`src/rtl/shift_s_to_p_rx.sv`:
```
// Serial-to-parallel receiver: frames an sValid bit stream into WIDTH-bit
// words and hands them off through a valid/ready holding register.
module shift_s_to_p_rx #(
    parameter int WIDTH     = 8,
    parameter bit MSB_FIRST = 1'b1
) (
    input  logic                       Clock,
    input  logic                       rst,
    input  logic                       sIn,
    input  logic                       sValid,
    input  logic                       frame_start,
    output logic [WIDTH-1:0]           data_out,
    output logic                       data_valid,
    input  logic                       data_ready,
    output logic                       busy,
    output logic [$clog2(WIDTH+1)-1:0] bit_count,
    output logic                       overrun
);

    localparam int CW = $clog2(WIDTH+1);

    localparam logic [0:0] IDLE  = 1'b0;
    localparam logic [0:0] SHIFT = 1'b1;

    logic [0:0]       state;
    logic [WIDTH-1:0] sr;
    logic [CW-1:0]    cnt;

    logic             take;
    logic             done;
    logic [WIDTH-1:0] base;
    logic [WIDTH-1:0] next_sr;
    logic [CW-1:0]    next_cnt;

    // frame_start always restarts from an empty register, discarding any partial word
    always_comb begin
        take     = sValid && (frame_start || (state == SHIFT));
        base     = frame_start ? '0 : sr;
        next_cnt = frame_start ? CW'(1) : cnt + CW'(1);
        if (MSB_FIRST)
            next_sr = {base[WIDTH-2:0], sIn};
        else
            next_sr = {sIn, base[WIDTH-1:1]};
        done = take && (next_cnt == CW'(WIDTH));
    end

    always_ff @(posedge Clock) begin
        if (rst) begin
            state <= IDLE;
            sr    <= '0;
            cnt   <= '0;
        end else if (take) begin
            sr <= next_sr;
            if (done) begin
                state <= IDLE;
                cnt   <= '0;
            end else begin
                state <= SHIFT;
                cnt   <= next_cnt;
            end
        end
    end

    // A completed word may replace the held one only if it is being consumed
    always_ff @(posedge Clock) begin
        if (rst) begin
            data_out   <= '0;
            data_valid <= 1'b0;
            overrun    <= 1'b0;
        end else if (done) begin
            if (!data_valid || data_ready) begin
                data_out   <= next_sr;
                data_valid <= 1'b1;
            end else begin
                overrun <= 1'b1;
            end
        end else if (data_valid && data_ready) begin
            data_valid <= 1'b0;
        end
    end

    assign busy      = (state == SHIFT);
    assign bit_count = cnt;

endmodule
```
`config.mk`:
```
export PLATFORM = sky130hd
export DESIGN_NAME = shift_s_to_p_rx
export DESIGN_NICKNAME = d
export VERILOG_FILES = /design/src/rtl/shift_s_to_p_rx.sv
export SDC_FILE = /design/constraint.sdc
export NUM_CORES = 1
export LEC_CHECK = 0
export BUFFER_PORTS_ARGS = -buffer_cell sky130_fd_sc_hd__buf_4
export CORE_UTILIZATION = 59
export CTS_BUF_LIST = sky130_fd_sc_hd__clkbuf_4
export DETAILED_ROUTE_END_ITERATION = 10
export PLACE_DENSITY = 0.85
export SYNTH_ARGS = -nofsm -noshare
export SYNTH_HDL_FRONTEND = slang
export SYNTH_SLANG_ARGS = --single-unit
```
`constraint.sdc`:
```
create_clock -name Clock -period 4.8 [get_ports Clock]
set_clock_uncertainty 0.1 [all_clocks]
set_input_delay 0.96 -clock Clock [delete_from_list [all_inputs] [get_ports Clock]]
set_output_delay 0.96 -clock Clock [all_outputs]
set_load 0.01 [all_outputs]
```
== After elaboration in Yosys (flattened, before gate mapping) ==
Index checks and enable logic that the tools add are counted.
Cells by class
  $add $sub $neg: 1
  equality and inequality tests: 2
  muxes and demuxes: 7
  bitwise gates (word level): 1
  reductions and logical operators: 10
Operators by type and width (count)
  4-bit two-way mux: 2
  7-bit two-way mux: 1
  2-bit AND reduction: 3
  4-bit by 1-bit adder with 4-bit output (second input constant): 1
  4-bit equality test (second input constant): 1
  1-bit two-way mux: 4
  1-bit logical AND: 3
  1-bit logical OR: 2
  2-bit by 1-bit inequality test with 1-bit output (second input constant): 1
  2-bit nonzero test: 1
  1-bit logical NOT: 1
  1-bit NOT: 1
Word-level totals
  register bits: 22
  output and inout bits: 15
  word-level logic and storage cells: 27

== Depth between registers and ports, before layout ==
Gate-level depths: netlist of the first run.
  depth after elaboration: 6
  mapped depth: 6

== Worst setup path before layout of the first run ==
Ideal clock, no wire load.
  path kind: in2reg
  start: in frame_start
  end: reg sr[0]
  setup time: 128 ps
  arrival: 1773 ps
  data required time: 4572 ps
  setup slack: 2799 ps
  stages on the path: 5
  path buffers: 2
  cell sequence: buf_2 -> o21ai_2 -> buf_4 -> mux2i_1 -> nor2_1
On the way
  cells in the longest elaborated chain, start to end: 2
RTL lines
  start: declaration: RTL line 11  | input logic frame_start,
  1-bit logical OR: RTL line 37  | take = sValid && (frame_start || (state == SHIFT));
  1-bit logical AND: RTL line 37
  end signal: assignment: RTL line 53  | sr <= next_sr;
  end: declaration: RTL line 26  | logic [WIDTH-1:0] sr;
Every way passes these cells.
A chain may end at the register's enable or synchronous reset.

== Worst setup path in the final report of the first run ==
  start: reg state (netlist: busy)
  end: out busy
RTL lines
  start: declaration: RTL line 25  | logic [0:0] state;
  start signal: assignment: RTL line 49  | state <= IDLE;
  start signal: assignment: RTL line 55  | state <= IDLE;
  start signal: assignment: RTL line 58  | state <= SHIFT;
  end: declaration: RTL line 15  | output logic busy,
No word-level cell between the ends.

==> metrics, run 1 <==
post-CTS sizing 0; period utilization between 40% and 50%; syn_nets around 120; Clock Latency Late Sink ~310 ps; GRT Total Usage between 20% and 30%; Clk pin slew, worst setup/hold paths around 110 ps; Netlist Area Pre-Place about 1000 µm²; port bufs 20; ys flop type dfxtp_1; Unique masters post-synth 32; Slew HR between 50 and 60%; Max Root-Sink Buffers 2; Slew Viols, Final 0; Worst Tran Pin Value 638.7 ps; Post-CTS Setup Inserts 0; cell internal pwr 225.6 µW; GR peak layer met2; CP arrival slightly below 1000 ps; initial DRC count 29; H-tree depth 1; IO Pins 21; Peak Freq between 400 and 500 MHz; Layout area overhead 16.00%; gr ovfl total 0; Async SR Flop Fraction 0%; Leakage Power 0.0004624 µW; CP bufs+invs 1; post-synthesis sequential area ratio about 44%; Clock Tree Root clkbuf_4; Syn Inst Count about 110; row count 14; die width 43.35 µm; crit path capture type output port; worst hold slack 386.6 ps; initial cell density of the core between 60% and 70%; Hold Buf Count CTS 0; met2 usage between 40% and 50%; hold depth 2; Net Switching around 73 µW; Max Cap Viol 0; worst reg-to-reg setup slack roughly 2800 ps; synthesis-stage register bit count 22; maximum fanout along the worst path 6; Routed Antenna Nets 0; hpwl dp about 1500 µm; Gate power share under 10%; first-pass GRT wire length 3581 µm; number of synthesized flops with an enable pin 0; hold path endpoint data_out[3]; RSZ-0062 raised after global routing no; Post-Place Worst Slack approximately 2600 ps; YS warnings 0; DR WL/cell roughly 14 µm; Final Hold Viols 0; TritonCTS clock tree done; die area 1879 µm²; Inserted Clock Buffers 3; peak supply drop roughly 190 µV; hold path startpoint data_out[3]; clk sinks 22; worst r2r path cells 5; setup ws final 2770 ps; largest net degree at the start of global routing 23; Antenna diodes 0; met3 usage about 2.5%; die span in y 43.35 µm; CP cell instances buf_4; Max stage delay on crit path between 400 and 500 ps; CP max-delay cell dfxtp_1; reg-to-reg endpoint data_out[3]; initial antenna violation count 0; Pwr per Cell Area 255.2 nW/µm²; Switching Fraction around a quarter; drt drc 6; Flop pwr share roughly 63%; CP Launch Type register; Via Count 897; Post-Syn Area per Cell between 9 and 10 µm²; Routed WL 2108 µm; Vias/cell slightly above 6; Core ar. around 1600 µm²; status finished with violations; vias in the first global route 807; Routability Congestion between 0.7 and 0.8; nets between 100 and 150; share of cells above drive strength 1 20.77%; 1st-pass router iterations 7; # setup viols final 0; reg-to-reg critical path startpoint bit_count[0]; clock share of power roughly 28%; final core occ around 75%; CP required between 3000 and 4000 ps; CP Class register to output port; Tot Pwr about 300 µW; Setup TNS Final 0 ps; cell family with most CP delay flip-flops; min cycle time layout just over 2000 ps; Hold Path Class register to register; failing checks design-rule violations; routing usage on met1 a little over a third
layout make-up:
type / instances / area (µm²)
repair buffers: 20 / 150.1
clock buffers: 3 / 22.52
clock inverters: 1 / 3.754
multi-input cells: 81 / 521.8
well taps: 16 / 20.02
inverters: 3 / 11.26
fillers: 132 / 389.1
flip-flops and latches: 22 / 440.4
flip-flops by register name, summed over array words and instances, names as in the netlist:
signal and count:
bit_count 4, busy 1, data_out 8, data_valid 1, overrun 1, sr 7
per-layer routing:
metal,share of wire (%),wire length [µm],vias to the layer above
li1,-,-,445
met1,46,968,425
met2,49,1036,25
met3,4.5,95,2
met4,0.33,7,0
met5,0,0,-
worst max path at each step:
| stage | startpoint | end | slack (ps) | cells past startpoint |
|---|---|---|---|---|
| 6_report | busy | busy | 2770 | 1 |
| 5_1_grt | bit_count[0] | data_out[3] | 2620 | 5 |
| 4_1_cts | busy | busy | 2770 | 1 |
| 3_5_place_dp | frame_start | bit_count[3] | 2570 | 5 |
| 3_3_place_gp | frame_start | bit_count[3] | 2620 | 5 |
| 2_1_floorplan | frame_start | sr[0] | 2800 | 5 |
cell usage after synthesis (all sizes together) (2+ instances only):
| library cell | instances | area share [%] |
|---|---|---|
| nand2 | 3 | 1.1 |
| nor3b | 6 | 4.5 |
| nand3 | 2 | 0.99 |
| or3 | 2 | 1.2 |
| a31oi | 3 | 1.9 |
| inv | 3 | 1.1 |
| dfxtp | 22 | 44 |
| nand4b | 7 | 6.1 |
| a21oi | 21 | 10 |
| o21ai | 11 | 5.8 |
| clkbuf | 3 | 1.1 |
| buf | 3 | 2.4 |
| nor2 | 12 | 6.1 |
power by group through the flow:
stage / Combinational, µW / Sequential (µW) / Clock, µW
2_1_floorplan: 16.4 / 192 / 0
3_3_place_gp: 24.3 / 192 / 0
3_5_place_dp: 25.0 / 192 / 0
4_1_cts: 25.1 / 188 / 86.5
5_1_grt: 27.7 / 189 / 91.0
6_report: 25.1 / 188 / 85.2
cells in the final DEF, fill, tap and decap left out, drive strengths merged, types with 3 or more instances in the layout:
| cell type | count |
|---|---|
| nand2 | 3 |
| nor3b | 6 |
| a21oi | 21 |
| clkbuf | 3 |
| a31oi | 3 |
| o21ai | 11 |
| nand4b | 7 |
| buf | 20 |
| nor2 | 12 |
| inv | 3 |
| dfxtp | 22 |
cells by family after synthesis:
logic type | after synthesis | share of synthesized area [%]
compound gates | 37 | 20.22
buf+inv | 9 | 4.590
flops | 22 | 43.67
mux | 1 | 0.9926
fa+ha+maj | 1 | 1.240
simple gates | 40 | 27.54
xor+xnor | 2 | 1.737
per-stage QoR:
step           area [µm²]  cells
2_1_floorplan        1008    112
3_3_place_gp         1144    142
3_5_place_dp         1144    142
4_1_cts              1170    146
5_1_grt              1170    146
6_report             1170    146
Power figures use the tool's default switching activity.
==> inputs of run 2 (changes only) <==
Settings changed: CORE_UTILIZATION 59 to 50, PLACE_DENSITY 0.85 to 0.77.
Clock period 4.8 ns to 1.77 ns, I/O delays scaled along.
==> metrics, run 2 (same netlist as run 1, synthesis figures left out) <==
gr ovfl total 0 (unchanged); most frequent cells in the layout buf_4, dfxtp_1, a21oi_1 (was dfxtp_1, a21oi_1, buf_4); Vias/cell 5.600 (was 6.144); reg-to-reg endpoint data_out[5] (was data_out[3]); TritonCTS clock tree done (unchanged); Most flops, register data_out (unchanged); commonest non-fill, non-tap cell in the layout buf_4 (was dfxtp_1); initial DRC count 9 (was 29); Clock Latency Late Sink 310 ps (about the same); Antenna diodes 0 (unchanged); Routability Congestion 0.8256 (was 0.7721); peak supply drop 537.0 µV (was 188.3 µV); die span in y 46.91 µm (was 43.35 µm); CP Launch Type register (unchanged); Max Cap Viol 0 (unchanged); largest net degree at the start of global routing 23 (unchanged); Inserted Clock Buffers 3 (unchanged); status completed (was finished with violations); Hold Buf Count CTS 0 (unchanged); first-pass GRT wire length 3229 µm (was 3581 µm); Hold Path Class primary input to register (was register to register); die width 46.91 µm (was 43.35 µm); drt drc 0 (was 6); Setup TNS Final 0 ps (unchanged); Core ar. 1802 µm² (was 1559 µm²); row count 15 (was 14); CP required 1880 ps (was 3740 ps); Clk pin slew, worst setup/hold paths 130 ps (was 110 ps); initial cell density of the core 55.97% (was 64.69%); Slew HR 82.55% (was 57.42%); reg-to-reg critical path startpoint bit_count[0] (unchanged); Clock Tree Root clkbuf_4 (unchanged); hold path endpoint sr[0] (was data_out[3]); CP Class register to register (was register to output port); Max Root-Sink Buffers 2 (unchanged); IO Pins 21 (unchanged); hpwl dp 1429 µm (was 1507 µm); GRT Total Usage 20.94% (was 25.22%); vias in the first global route 764 (was 807); CP arrival 1790 ps (was 970 ps); setup ws final 93.28 ps (was 2770 ps); Pwr per Cell Area 783.0 nW/µm² (was 255.2 nW/µm²); hold depth 3 (was 2); nets 143 (was 138); worst reg-to-reg setup slack 90 ps (was 2790 ps); maximum fanout along the worst path 9 (was 6); clk sinks 22 (unchanged); Slew Viols, Final 0 (unchanged); H-tree depth 1 (unchanged); min cycle time layout around 1700 ps; # setup viols final 0 (unchanged); RSZ-0062 raised after global routing no (unchanged); Via Count 896 (was 897); crit path capture type register (was output port); port bufs 20 (unchanged); Post-Place Worst Slack -4.059 ps (was 2570 ps); DR WL/cell 12.56 µm (was 14.44 µm); initial antenna violation count 0 (unchanged); hold path startpoint sIn (was data_out[3]); period utilization between 90% and 100%; Layout area overhead 23.57% (was 16.00%); share of cells above drive strength 1 25.19% (was 20.77%); Largest register FFs 8 (unchanged); worst r2r path cells 6 (was 5); Peak Freq approximately 600 MHz; 1st-pass router iterations 4 (was 7); Routed Antenna Nets 0 (unchanged); Final Hold Viols 0 (unchanged); Worst Tran Pin Value 261.4 ps (was 638.7 ps); Routed WL 2010 µm (was 2108 µm); die area 2201 µm² (was 1879 µm²); Leakage Power 0.0004995 µW (was 0.0004624 µW)
## run 2: cell types whose count changed in the layout (fill, tap and decap cells not counted), sizes merged
cell,delta
buf,+5
bufinv,+1
clkinv,-1
## run 2: cell type report
class                           count  area [µm²]
Multi-Input combinational cell     81       523.0
Inverter                            3       11.26
Timing Repair Buffer               25       187.7
Tap cell                           25       31.28
Fill cell                         162       555.5
Clock buffer                        3       22.52
Clock inverter                      1       30.03
Sequential cell                    22       440.4
## run 2: per-stage QoR
step	instances	total power (µW)	utilization (%)	hold WS [ps]	cell area, µm²
final	160	975.8	69.17	185.7	1246
after global routing	160	1009	69.17	186.9	1246
after CTS	159	979.5	68.75	187.0	1239
after detailed placement	155	597.8	65.76	367.8	1185
after global placement	155	595.7	65.76	360.9	1185
after floorplan	112	565.7	-	323.1	1008
## run 2: what timing repair did
item                       4_1_cts  5_1_grt
setup endpoints to repair        3        8
hold endpoints to repair         0        0
buffers inserted                 0        1
pin swaps                        0        1
gates resized for setup          1        0
## run 2: worst max path at each step
stage / cells past startpoint / slack, ps / end / from
finish: 6 / 90 / data_out[5] / bit_count[0]
floorplan: 6 / 100 / overrun / bit_count[0]
detailed placement: 5 / -4 / data_out[4] / bit_count[0]
global placement: 5 / 60 / data_out[6] / bit_count[0]
CTS: 5 / 50 / data_out[5] / bit_count[0]
global route: 5 / 1 / data_out[4] / bit_count[0]
## run 2: power breakdown
group | internal (µW) | switching, µW
clock network | 229 | 160
registers | 501 | 5.70
logic | 35.4 | 45.0
total | 765 | 211
## run 2: layer usage
layer / up-vias / global-route usage, % / routed length [µm]
met2: 24 / 30.83 / 933
met1: 411 / 28.98 / 947
met5: - / 0 / 0
li1: 457 / - / -
met3: 4 / 4.615 / 88
met4: 0 / 10.29 / 42
## run 2: worst max-delay path, cell delays in order (launching register included)
cell,delay [ps]
dfxtp_1,340
ha_1,320
and4b_1,310
a22oi_2,90
buf_4,170
o21ai_0,180
a21oi_1,90
